--- src/rtl/mips_controller.sv ---
// mips_controller: multi-cycle control FSM driving the MIPS datapath selects and enables.
// Define CTRL_BNE_EN to add the BNE branch state (BNEEX=11).
module mips_controller #(
  parameter int unsigned MEM_WAIT = 0
) (
  input  logic       clk,
  input  logic       reset,
  input  logic [5:0] op,
  input  logic [5:0] funct,
  input  logic       zero,
  output logic       PCEn,
  output logic       IorD,
  output logic       MemWrite,
  output logic       IRWrite,
  output logic       PCWrite,
  output logic       MemtoReg,
  output logic       RegDst,
  output logic       branch,
  output logic       PCSrc,
  output logic [2:0] ALUControl,
  output logic [1:0] ALUSrcB,
  output logic       ALUSrcA,
  output logic       RegWrite,
  output logic [3:0] state
);

  typedef enum logic [3:0] {
    S_FETCH  = 4'd0,
    S_DECODE = 4'd1,
    S_MEMADR = 4'd2,
    S_MEMRD  = 4'd3,
    S_MEMWB  = 4'd4,
    S_MEMWR  = 4'd5,
    S_EXEC   = 4'd6,
    S_ALUWB  = 4'd7,
    S_BEQEX  = 4'd8,
    S_ADDIEX = 4'd9,
    S_ADDIWB = 4'd10,
    S_BNEEX  = 4'd11
  } state_t;

  localparam logic [3:0] LP_WAIT = MEM_WAIT[3:0];
  localparam logic [5:0] OP_LW   = 6'b100011;
  localparam logic [5:0] OP_SW   = 6'b101011;
  localparam logic [5:0] OP_R    = 6'b000000;
  localparam logic [5:0] OP_BEQ  = 6'b000100;
  localparam logic [5:0] OP_ADDI = 6'b001000;
`ifdef CTRL_BNE_EN
  localparam logic [5:0] OP_BNE  = 6'b000101;
`endif

  localparam logic [2:0] ALU_ADD = 3'b010;
  localparam logic [2:0] ALU_SUB = 3'b110;

  state_t     r_state;
  state_t     w_next;
  logic [3:0] r_cnt;
  logic       w_cnt_done;
  logic [2:0] w_rfn;
  logic       w_irw;
  logic       w_pcw;
  logic       w_memw;
  logic       w_regw;
  logic       w_bne;

  assign w_cnt_done = (r_cnt == LP_WAIT);
  assign state      = r_state;

  // Counter only advances while a memory wait state is held; saturates at LP_WAIT.
  always_ff @(posedge clk or negedge reset) begin
    if (!reset) begin
      r_state <= S_FETCH;
      r_cnt   <= '0;
    end else begin
      r_state <= w_next;
      if (w_next != r_state) begin
        r_cnt <= '0;
      end else if (!w_cnt_done) begin
        r_cnt <= r_cnt + 4'd1;
      end
    end
  end

  always_comb begin
    w_next = S_FETCH;
    unique case (r_state)
      S_FETCH:  w_next = w_cnt_done ? S_DECODE : S_FETCH;
      S_DECODE: begin
        case (op)
          OP_LW, OP_SW: w_next = S_MEMADR;
          OP_R:         w_next = S_EXEC;
          OP_BEQ:       w_next = S_BEQEX;
          OP_ADDI:      w_next = S_ADDIEX;
`ifdef CTRL_BNE_EN
          OP_BNE:       w_next = S_BNEEX;
`endif
          default:      w_next = S_FETCH;
        endcase
      end
      S_MEMADR: w_next = (op == OP_SW) ? S_MEMWR : S_MEMRD;
      S_MEMRD:  w_next = w_cnt_done ? S_MEMWB : S_MEMRD;
      S_EXEC:   w_next = S_ALUWB;
      S_ADDIEX: w_next = S_ADDIWB;
      default:  w_next = S_FETCH;
    endcase
  end

  always_comb begin
    w_rfn = ALU_ADD;
    case (funct)
      6'b100000: w_rfn = ALU_ADD;
      6'b100010: w_rfn = ALU_SUB;
      6'b100100: w_rfn = 3'b000;
      6'b100101: w_rfn = 3'b001;
      6'b101010: w_rfn = 3'b111;
      default:   w_rfn = ALU_ADD;
    endcase
  end

  always_comb begin
    IorD       = 1'b0;
    MemtoReg   = 1'b0;
    RegDst     = 1'b0;
    branch     = 1'b0;
    PCSrc      = 1'b0;
    ALUControl = 3'b000;
    ALUSrcB    = 2'b00;
    ALUSrcA    = 1'b0;
    w_irw      = 1'b0;
    w_pcw      = 1'b0;
    w_memw     = 1'b0;
    w_regw     = 1'b0;
    w_bne      = 1'b0;
    unique case (r_state)
      S_FETCH: begin
        ALUSrcB    = 2'b01;
        ALUControl = ALU_ADD;
        w_irw      = w_cnt_done;
        w_pcw      = w_cnt_done;
      end
      S_DECODE: begin
        ALUSrcB    = 2'b11;
        ALUControl = ALU_ADD;
      end
      S_MEMADR: begin
        ALUSrcA    = 1'b1;
        ALUSrcB    = 2'b10;
        ALUControl = ALU_ADD;
      end
      S_MEMRD:  IorD = 1'b1;
      S_MEMWB: begin
        MemtoReg = 1'b1;
        w_regw   = 1'b1;
      end
      S_MEMWR: begin
        IorD   = 1'b1;
        w_memw = 1'b1;
      end
      S_EXEC: begin
        ALUSrcA    = 1'b1;
        ALUControl = w_rfn;
      end
      S_ALUWB: begin
        RegDst = 1'b1;
        w_regw = 1'b1;
      end
      S_BEQEX: begin
        ALUSrcA    = 1'b1;
        ALUControl = ALU_SUB;
        PCSrc      = 1'b1;
        branch     = 1'b1;
      end
      S_ADDIEX: begin
        ALUSrcA    = 1'b1;
        ALUSrcB    = 2'b10;
        ALUControl = ALU_ADD;
      end
      S_ADDIWB: w_regw = 1'b1;
`ifdef CTRL_BNE_EN
      S_BNEEX: begin
        ALUSrcA    = 1'b1;
        ALUControl = ALU_SUB;
        PCSrc      = 1'b1;
        branch     = 1'b1;
        w_bne      = 1'b1;
      end
`endif
      default: ;
    endcase
  end

  // Write enables are held off for the whole time reset is asserted.
  assign IRWrite  = reset & w_irw;
  assign PCWrite  = reset & w_pcw;
  assign MemWrite = reset & w_memw;
  assign RegWrite = reset & w_regw;
  assign PCEn     = reset & (w_pcw | (w_bne ? ~zero : (branch & zero)));

endmodule
--- config.mk ---
export PLATFORM = sky130hd
export DESIGN_NAME = mips_controller
export DESIGN_NICKNAME = d
export VERILOG_FILES = /design/src/rtl/mips_controller.sv
export SDC_FILE = /design/constraint.sdc
export NUM_CORES = 1
export LEC_CHECK = 0
export ABC_AREA = 1
export BUFFER_PORTS_ARGS = -buffer_cell sky130_fd_sc_hd__buf_2
export CAP_MARGIN = 20
export CORE_UTILIZATION = 40
export CTS_CLUSTER_DIAMETER = 30
export DETAILED_ROUTE_END_ITERATION = 8
export GPL_ROUTABILITY_DRIVEN = 0
export PLACE_DENSITY = 0.69
export SYNTH_ARGS = -nofsm -noshare
export SYNTH_HDL_FRONTEND = slang
export SYNTH_SLANG_ARGS = --single-unit
export TNS_END_PERCENT = 1
--- constraint.sdc ---
create_clock -name clk -period 2.1 [get_ports clk]
set_input_delay 0.21 -clock clk [delete_from_list [all_inputs] [get_ports clk]]
set_output_delay 0.21 -clock clk [all_outputs]
set_load 0.02 [all_outputs]
# Yosys cells after proc, flatten, opt, wreduce, memory -nomap -nowiden
# Cells that the tools add are included.
# W data, S select, Z words.
# word_totals
reg_bits	8
output_inout_bits	20
# classes
n_addsub	1
n_eq_ne	20
mux	18
bitwise_logic	6
reduce_logical	9
# ops
operator	n
$eq A6 B6 Y1 const B	6
$pmux W4 S6	1
$eq A4 B3 Y1 const B	4
$pmux W4 S4	1
$eq A4 B4 Y1 const B	3
$pmux W3 S4	1
$mux W1	9
$pmux W3 S3	1
$eq A4 B2 Y1 const B	2
$logic_not A4 Y1	2
$mux W4	2
$reduce_or A4 Y1	2
$eq A6 B3 Y1 const B	1
$eq A6 B4 Y1 const B	1
$logic_not A6 Y1	1
$mux W3	2
$pmux W2 S3	1
$reduce_or A2 Y1	3
$and A1 B1 Y1	5
$add A4 B1 Y4 const B	1
$eq A4 B1 Y1 const B	1
$ne A4 B4 Y1	1
$reduce_or A3 Y1	1
$ne A2 B1 Y1 const B	1
$or A1 B1 Y1	1

# Longest topological paths before layout
# Gate-level depths: netlist of run 1.
# depth
ltp_word	6
mapped_depth	12
depth_no_buf	12

# Worst setup path before layout of run 1
# No wires, ideal clock.
# synth_timing
path_type	register -> output
startpoint	register r_state[3] (netlist: state[3])
endpoint	output PCEn
arrival_ns	1.663
required_time_ns	1.890
path_slack_ns	0.227
path_stages_with_launch	7
path_buffers	0
cell_sequence	dfrtp_1 inv_1 nor2_1 inv_1 nor2_1 nand2_1 a21oi_1
# synth_via
elab_chain_cells	5
word_cells_on_any_way	7
classes_between	eq/ne: 1; mux: 2; bitwise: 3; reduce/logical: 1
# synth_lines
element	line	text
from (decl)	55	state_t r_state;
from (signal assigned)	75	r_state <= w_next;
$eq A4 B4 Y1	-	
$mux W1	-	
via PCSrc	19	output logic PCSrc,
$and A1 B1 Y1	197	assign PCEn = reset & (w_pcw | (w_bne ? ~zero : (branch & zero)));
$or A1 B1 Y1	197	
$and A1 B1 Y1	197	
to (decl)	11	output logic PCEn,
# The timed path passes the listed nets, and every way through them passes these cells.

# Final worst setup path of run 1
# layout_timing
startpoint	register r_state[3] (netlist: state[3])
endpoint	output PCEn
# layout_via
elab_chain_cells	5
word_cells_on_any_way	7
classes_between	eq/ne: 1; mux: 2; bitwise: 3; reduce/logical: 1
# layout_lines
element	line	text
$eq A4 B4 Y1	134	unique case (r_state)
$mux W1	134	
$and A1 B1 Y1	197	
$or A1 B1 Y1 *	197	
$and A1 B1 Y1 *	197	
# Mark *: on every way between the ends. The rest lies on a longest branch, timed or not.

==> impl_metrics.toml, run 1 <==
[status]
outcome = "completed"

[route]
drt_iter0_drc = 19
vias_per_cell = 4.88
ant_nets = 0
dr.pass1.iters = 4
vias = 937
wl_per_cell_um = 10.3
remaining_drc_errors = 0
postRouteWirelength_um = 1970

[placed_design]
hpwlAfterDp_um = 1640
place_area_um2 = 1000
portBuffers = 34

[yosys]
yosysMostFrequentCell = "nor2_1"
synth.yosys.seq_area_share_pct = 24.4
synth_cells = 130
synth_xor_area_share_pct = 2.13
synthFlopType = "dfrtp_1"
synth_top_area_share_pct = 24.4
ys_async_sr_fraction_pct = 100
syn_nets = 147
synth.cell_area_um2 = 822
synth_top_family_by_area = "simple AND/OR/NAND/NOR gates"
synth_top_area_cell = "dfrtp_1"
synth.area.mux_share_pct = 0
synth_compound_gate_area_share_pct = 7.00
synth.distinct_cells = 26
synth_common_cells = "nor2_1, nand2_1, inv_1"
synth_warnings = 0
synth_edf_count = 0
ys_ff_latch = 8
synth_simple_gate_area_share_pct = 50.2
syn_avg_cell_area_um2 = 6.32
synth_area_leaders = "dfrtp_1, nor2_1, nand2_1, inv_1, nor2_2"
synth_fa_ha_area_share_pct = 3.04

[sta]
finalCriticalPeriod_ns = 1.83
period_share_pct = 86.9
clock.fmax_mhz = 548
finalSetupTns_ns = 0
clock_skew_ns = 0.00249
setup_viol = 0
rsz0062_at_grt = "false"
hold_viol = 0
maxSlewViolCount = 0
maxSlewHeadroom_pct = 76.7
worstMarginPinSlew_ns = 0.346

[worst_setup_path]
cp_top_family = "flip-flops"
cp-startpoint = "state[3]"
critical-path-slowest-cell = "dfrtp_1"
crit_required_ns = 1.89
path_cells = "inv_1 -> nor2_1 -> inv_1 -> nor2_1 -> nand2_1 -> a21oi_1 -> buf_2"
reg2reg_from = "r_cnt[0]"
cpPeakStageDelay_ns = 0.49
cp_max_fo = 8
crit_buf_inv = 3
critical_path.endpoint_type = "output port"
cp-start-kind = "flip-flop"
crit_type = "flip-flop to output port"
arrival_ns = 1.62

[finish]
syn_to_final_growth_pct = 25.6
fin_nets = 184
fin_area_mm2 = 0.00103
drive_above_1_share_pct = 37.6
n_antenna_cell = 0

[global_routing]
grt_pass1_vias = 767
overflow = 0
grt_max_degree = 11
antenna_found_initial = 0
grt_first_pass_wirelength_um = 3020
grt_usage_pct = 19.9

[power_and_ir_drop]
power.switching_uw = 622
leakagePower_uw = 0.000631
p_comb_share_pct = 65.6
p_clk_share_pct = 10.8
total_power_uw = 1140
p_sw_share_pct = 54.4
ir_drop_mv = 0.580
intPower_uw = 522
seq_power_share_pct = 23.6
power.density_mw_per_mm2 = 1110

[clock_tree]
cts_tree = "yes"
cts_resized = 0
cts_max_level = 1
ctsRootBufferMaster = "clkbuf_4"
cts_buffer_depth = 2
cts_inserted_buffers = 3
cts_sinks = 8
worstSkewPairLatency_ns = 0.26
cts.clk_slew.worst_paths_ns = 0.06

[floorplan]
dieArea_mm2 = 0.00224
rows = 16
core_mm2 = 0.00194
die_h_um = 47.3
die_w_um = 47.3
start_util_pct = 42.3
ioPinCount = 35

[run]
cap_violations = 0

[worst_hold_path]
hold_class = "input pin to asynchronous set/reset pin"
==> path summary, 6_finish.rpt <==
path | cells after the start | to | slack [ns]
worst min register to register | 1 | r_cnt[0] | 0.51
worst max-delay path | 7 | PCEn | 0.27
max in group asynchronous | 2 | r_cnt[1] | 1.56
worst min-delay path | 2 | state[3] | 0.34
worst max register to register | 12 | r_cnt[0] | 0.44
min in group clk | 4 | state[0] | 0.37
==> power groups by stage <==
stage / clock network (uW) / logic, uW / registers [uW]
3_5_place_dp: 0 / 751 / 273
2_1_floorplan: 0 / 579 / 271
3_3_place_gp: 0 / 742 / 266
6_report: 124 / 750 / 270
4_1_cts: 128 / 756 / 270
5_1_grt: 136 / 847 / 279
==> cell families (layout without fill, tap and decap cells) <==
| group | count (synthesis) | in the layout |
|---|---|---|
| and+or+nand+nor | 83 | 83 |
| adders and majority gates | 2 | 2 |
| xor gates and xnor gates | 2 | 2 |
| AOI/OAI and AO/OA | 10 | 10 |
| DFF | 8 | 8 |
| buffers and inverters | 25 | 60 |
==> metal layers <==
metal	wire length, um	vias to the layer above	part of all wire, %	global-route usage, %
met5	0	-	0	0
met4	48	0	2.4	13.7
met3	111	6	5.6	2.31
met2	976	37	50	35.3
met1	832	417	42	21.8
li1	-	477	-	-
==> worst reg2reg max path, cell delays in order (launching register included) <==
cell and delay [ns]:
dfrtp_1 0.42, inv_1 0.07, ha_1 0.13, nand2_1 0.07
nor2_1 0.18, nor2_2 0.09, nor2_2 0.12, nand3_2 0.08
nand2_1 0.06, nand2_1 0.06, nor2_2 0.12, nand2_2 0.09
nor2_1 0.10
==> layout make-up <==
| class | instances | area (um2) |
|---|---|---|
| timing repair buffer | 35 | 180 |
| tap | 27 | 33.8 |
| sequential | 8 | 200 |
| fill | 202 | 910 |
| clock buffer | 3 | 22.5 |
| multi-input combinational | 97 | 513 |
| inverter | 22 | 82.6 |
==> stage by stage <==
| stage | setup WS (ns) | cells | hold slack [ns] | utilization [%] |
|---|---|---|---|---|
| after CTS | 0.265 | 192 | 0.339 | 53.2 |
| after detailed placement | 0.442 | 188 | 0.0876 | 51.5 |
| after global routing | 0.121 | 192 | 0.387 | 53.2 |
| final | 0.275 | 192 | 0.341 | 53.2 |
| after global placement | 0.510 | 188 | 0.0808 | 51.5 |
| after floorplan | 0.227 | 130 | -0.0856 | - |
==> what timing repair did <==
item | in CTS | in global routing
setup buffers | 0 | 0
endpoints found under the hold margin | 8 | 0
hold buffers | 1 | 0
==> cells in the final DEF, fill, tap and decap left out <==
cell,instances
nand2_1,25
o31ai_1,1
nand2_2,5
nand4_1,2
and2_1,1
nand2_4,1
a21oi_1,1
nor3b_2,1
ha_1,2
o22ai_1,1
xor2_1,1
nor2_2,9
dlygate4sd3_1,1
nand3_2,4
nor3_1,2
xnor2_1,1
o221ai_1,1
nor3_2,1
nor2_1,26
nor4_1,1
inv_2,4
o21ai_0,6
nand3_1,5
clkbuf_4,3
dfrtp_1,8
inv_1,18
buf_2,34
==> sequential cells by signal, summed over array words and instances, names as in the netlist <==
signal	count
r_cnt	4
state	4
Note: power is estimated with default switching activity, not from simulation.
==> run 2, diff against run 1 <==
==> constraint.sdc (replaced) <==
create_clock -name clk -period 2.29 [get_ports clk]
set_input_delay 0.229 -clock clk [delete_from_list [all_inputs] [get_ports clk]]
set_output_delay 0.229 -clock clk [all_outputs]
set_load 0.02 [all_outputs]
==> impl_metrics.toml, run 2 (same netlist as run 1, synthesis figures left out) <==
[global_routing]
use_met3_pct = 2.31
grt_first_pass_wirelength_um = 3050
grt_max_degree = 11
met2_usage_pct = 36.2
grt_usage_pct = 20.1
busiest_layer = "met2"
overflow = 0
antenna_found_initial = 0
grt_use_met1_pct = 21.8
grt_pass1_vias = 741

[finish]
final_cells = 192
final_common_cell = "buf_2"
n_antenna_cell = 0
fin_nets = 184
nFillCells = 203
drive_above_1_share_pct = 37.6
syn_to_final_growth_pct = 25.6
layout_common_cells = "buf_2, nor2_1, nand2_1, inv_1, nor2_2"

[clock_tree]
cts_max_level = 1
cts_inserted_buffers = 3
postCtsSetupBuffers = 0
ctsRootBufferMaster = "clkbuf_4"
cts_resized = 0
worstSkewPairLatency_ns = 0.26
cts_hold_buf = 1
cts_sinks = 8
cts_buffer_depth = 2
cts_tree = "yes"
cts.clk_slew.worst_paths_ns = 0.06

[power_and_ir_drop]
p_clk_share_pct = 10.8
p_sw_share_pct = 54.5
intPower_uw = 478
ir_drop_mv = 0.542
seq_power_share_pct = 23.6
leakagePower_uw = 0.000631
power.density_mw_per_mm2 = 1020
power.switching_uw = 572
p_comb_share_pct = 65.6

[worst_setup_path]
cp-startpoint = "state[3]"
r2r_end = "r_cnt[0]"
cp_max_fo = 8
crit_required_ns = 2.06
reg2reg_slack_ns = 0.63
arrival_ns = 1.62
critical_path.endpoint_type = "output port"
reg2reg_depth = 12
cp-start-kind = "flip-flop"
crit_type = "flip-flop to output port"
reg2reg_from = "r_cnt[0]"

[sta]
maxSlewViolCount = 0
worstMarginPinSlew_ns = 0.325
clock_skew_ns = 0.00467
finalCriticalPeriod_ns = 1.85
maxSlewHeadroom_pct = 78.1
fin_hold_ws_ns = 0.355
period_share_pct = 80.7
hold_viol = 0
rsz0062_at_grt = "false"
setup_viol = 0
clock.fmax_mhz = 541
finalSetupTns_ns = 0

[route]
vias_per_cell = 4.83
postRouteWirelength_um = 2000
wl_per_cell_um = 10.4
ant_nets = 0
dr.pass1.iters = 4
drt_iter0_drc = 20
vias = 928
remaining_drc_errors = 0

[floorplan]
core_mm2 = 0.00194
ioPinCount = 35
die_w_um = 47.3
rows = 16
dieArea_mm2 = 0.00224
start_util_pct = 42.3
die_h_um = 47.3

[placed_design]
portBuffers = 34
dp_cells = 188
hpwlAfterDp_um = 1660

[run]
cap_violations = 0

[worst_hold_path]
hold_class = "input pin to asynchronous set/reset pin"

[status]
outcome = "completed"
[run 2: cell counts in the layout (fill, tap and decap cells not counted)]
No cell type changed its count.
[run 2: worst max path at each step]
stage / end / slack [ns]
finish: PCEn / 0.44
floorplan: PCEn / 0.40
global route: PCEn / 0.24
CTS: PCEn / 0.42
detailed placement: r_cnt[0] / 0.64
global placement: r_cnt[1] / 0.70
[run 2: critical path: stages (launching register included)]
cell	delay (ns)
dfrtp_1	0.50
inv_1	0.12
nor2_1	0.14
inv_1	0.10
nor2_1	0.15
nand2_1	0.07
a21oi_1	0.11
buf_2	0.17
[run 2: final cells by class]
class                      instances  area [um2]  area share, %
clock buffer                       3        22.5           2.18
inverter                          22        82.6           8.00
multi-input combinational         97         513           49.7
sequential                         8         200           19.4
tap                               27        33.8           3.27
timing repair buffer              35         180           17.5
[run 2: power by group through the flow]
stage / combinational (uW) / clock, uW / sequential [uW]
6_report: 689 / 114 / 248
5_1_grt: 771 / 126 / 258
4_1_cts: 695 / 117 / 247
3_5_place_dp: 691 / 0 / 249
3_3_place_gp: 680 / 0 / 244
2_1_floorplan: 531 / 0 / 249
[run 2: stage by stage]
stage | cell area [um2] | worst slack, ns | util, % | power (uW)
after floorplan | 822 | 0.398 | - | 779
after global placement | 1000 | 0.700 | 51.5 | 925
after detailed placement | 1000 | 0.635 | 51.5 | 940
after CTS | 1030 | 0.416 | 53.2 | 1060
after global routing | 1030 | 0.236 | 53.2 | 1160
final | 1030 | 0.443 | 53.2 | 1050
[run 2: per-layer routing]
metal	routed length, um	up-vias
li1	-	478
met1	862	404
met2	951	38
met3	104	8
met4	82	0
met5	0	-
==> run 3, diff against run 2 <==
--- a/config.mk
+++ b/config.mk
@@ -5,14 +5,14 @@
 export SDC_FILE = /design/constraint.sdc
 export NUM_CORES = 1
 export LEC_CHECK = 0
-export ABC_AREA = 1
+export ABC_AREA = 0
 export BUFFER_PORTS_ARGS = -buffer_cell sky130_fd_sc_hd__buf_2
 export CAP_MARGIN = 20
 export CORE_UTILIZATION = 40
 export CTS_CLUSTER_DIAMETER = 30
 export DETAILED_ROUTE_END_ITERATION = 8
 export GPL_ROUTABILITY_DRIVEN = 0
-export PLACE_DENSITY = 0.69
+export PLACE_DENSITY = 0.68
 export SYNTH_ARGS = -nofsm -noshare
 export SYNTH_HDL_FRONTEND = slang
 export SYNTH_SLANG_ARGS = --single-unit
==> constraint.sdc (replaced) <==
create_clock -name clk -period 1.7 [get_ports clk]
set_input_delay 0.17 -clock clk [delete_from_list [all_inputs] [get_ports clk]]
set_output_delay 0.17 -clock clk [all_outputs]
set_load 0.02 [all_outputs]
==> impl_metrics.toml, run 3 <==
[sta]
period_share_pct = 114
worstMarginPinSlew_ns = 0.461
maxSlewViolCount = 0
setup_viol = 9
clock.fmax_mhz = 518
rsz0062_at_grt = "true"
fin_hold_ws_ns = 0.237
hold_viol = 0
maxSlewHeadroom_pct = 68.8
clock_skew_ns = 0.00934
layout_setup_ws_ns = -0.231
finalCriticalPeriod_ns = 1.93

[clock_tree]
worstSkewPairLatency_ns = 0.26
cts_tree = "yes"
ctsRootBufferMaster = "clkbuf_4"
cts_inserted_buffers = 3
cts_max_level = 1
cts_sinks = 8
cts.clk_slew.worst_paths_ns = 0.05
cts_buffer_depth = 2

[power_and_ir_drop]
total_power_uw = 1260
power.switching_uw = 601
leakagePower_uw = 0.000611
seq_power_share_pct = 23.6
power.density_mw_per_mm2 = 992
intPower_uw = 656
ir_drop_mv = 0.636
p_sw_share_pct = 47.8
p_comb_share_pct = 64.5
p_clk_share_pct = 11.9

[floorplan]
start_util_pct = 43.6
dieArea_mm2 = 0.00239
die_h_um = 48.9
ioPinCount = 35
die_w_um = 48.9
rows = 16
core_mm2 = 0.00202

[global_routing]
grt_usage_pct = 21.2
grt_max_degree = 13
grt_pass1_vias = 940
grt_first_pass_wirelength_um = 4020
overflow = 0
antenna_found_initial = 0

[finish]
final_common_cell = "buf_2"
n_antenna_cell = 0
multiInputGateArea_um2 = 654
syn_to_final_growth_pct = 43.9
drive_above_1_share_pct = 48.1
layout_common_cells = "buf_2, buf_4, nor2_1, nor3_1, nand2_1"
fin_nets = 179
regArea_um2 = 205
nFillCells = 190
postLayoutCoreUtil_pct = 62.7

[worst_setup_path]
critical_path.endpoint_type = "output port"
cp_max_fo = 3
reg2reg_slack_ns = -0.08
r2r_end = "r_cnt[0]"
crit_type = "flip-flop to output port"
reg2reg_depth = 7
cp-start-kind = "flip-flop"
reg2reg_from = "r_cnt[0]"
crit_required_ns = 1.53
cp-startpoint = "r_cnt[0]"
arrival_ns = 1.76

[route]
vias_per_cell = 5.50
ant_nets = 0
drt_iter0_drc = 10
vias = 1028
wl_per_cell_um = 12.9
dr.pass1.iters = 4
remaining_drc_errors = 0
postRouteWirelength_um = 2420

[yosys]
synth_top_area_share_pct = 22.7
syn_nets = 131
synth_common_cells = "nor2_1, nor3_1, dfrtp_1"
synth_edf_count = 0
synth_cells = 114
synthFlopType = "dfrtp_1"
synth.yosys.seq_area_share_pct = 22.7
synth_warnings = 0
synth_top_area_cell = "dfrtp_1"
synth.distinct_cells = 42
synth_area_leaders = "dfrtp_1, nor3_1, nor2_1, nor2b_1, a21oi_1"
syn_avg_cell_area_um2 = 7.73
ys_async_sr_fraction_pct = 100
ys_ff_latch = 8
synth.cell_area_um2 = 881

[status]
outcome = "complete, but fails checks"
failed_checks = "negative setup slack"

[placed_design]
hpwlAfterDp_um = 1790
pre_cts_slack_ns = -0.0768
portBuffers = 34

[worst_hold_path]
hp-start = "op[4]"
holdPathEnd = "state[3]"
hold_class = "input pin to flip-flop"
min_delay_path_depth = 4

[run]
cap_violations = 0
==> run 3: cell count changes in the layout (fill, tap and decap cells not counted), sizes merged, moves of 5 or more <==
cell / delta
inv: -17
o21ai: -6
nand3: -6
nand2: -24
nor2: -24
nor2b: +5
nor3: +9
buf: +19
a21oi: +5
==> run 3: final cells by class <==
type	instances	area share, %
multi-input cells	90	51.6
repair buffers	54	26.3
flip-flops and latches	8	16.2
well taps	27	2.67
clock buffers	3	1.78
inverters	5	1.48
==> run 3: cells by family (layout without fill, tap and decap cells) <==
| logic type | Yosys count | count (layout) | synth area share, % |
|---|---|---|---|
| fa+ha+maj | 2 | 2 | 2.84 |
| xor+xnor | 4 | 4 | 3.98 |
| flops | 8 | 8 | 22.7 |
| simple gates | 58 | 58 | 37.8 |
| buf+inv | 16 | 62 | 8.95 |
| compound gates | 26 | 26 | 23.7 |
==> run 3: timing repair <==
action	in CTS	in global routing
setup buffers	2	1
endpoints found under the setup margin	13	12
endpoints found under the hold margin	8	0
pin swaps	3	3
gates resized for setup	12	5
hold buffers	1	0
==> run 3: how the worst max path moves through the flow <==
stage	endpoint	cells past startpoint
2_1_floorplan	PCEn	7
3_3_place_gp	r_cnt[0]	6
3_5_place_dp	r_cnt[0]	6
4_1_cts	PCEn	7
5_1_grt	PCEn	7
6_report	PCEn	7
==> run 3: metrics by stage <==
| step | std cells | instance area (um2) | TNS, ns |
|---|---|---|---|
| 6_report | 187 | 1270 | -0.808 |
| 5_1_grt | 187 | 1270 | -1.67 |
| 4_1_cts | 186 | 1240 | -1.04 |
| 3_5_place_dp | 180 | 1160 | -0.310 |
| 3_3_place_gp | 180 | 1160 | -0.0954 |
| 2_1_floorplan | 114 | 901 | -0.441 |
==> run 3: critical path: stages (launching register included) <==
cell and delay, ns:
dfrtp_1 0.38, inv_2 0.09, ha_4 0.12, or3b_4 0.40, nor2_2 0.11, a21oi_1 0.04, nor3_1 0.18, buf_2 0.19
==> run 3: layer usage <==
layer / track usage [%] / up-vias / wire [um]
met3: 3.74 / 2 / 111
li1: - / 508 / -
met4: 4.41 / 0 / 9
met5: 0 / - / 0
met1: 25.3 / 482 / 1120
met2: 39.4 / 36 / 1180
==> run 3: power by group through the flow <==
stage / clock network (uW) / logic, uW / registers (uW)
detailed placement: 0 / 774 / 284
floorplan: 0 / 528 / 269
CTS: 158 / 805 / 291
global placement: 0 / 764 / 282
finish: 150 / 811 / 296
global route: 164 / 870 / 302
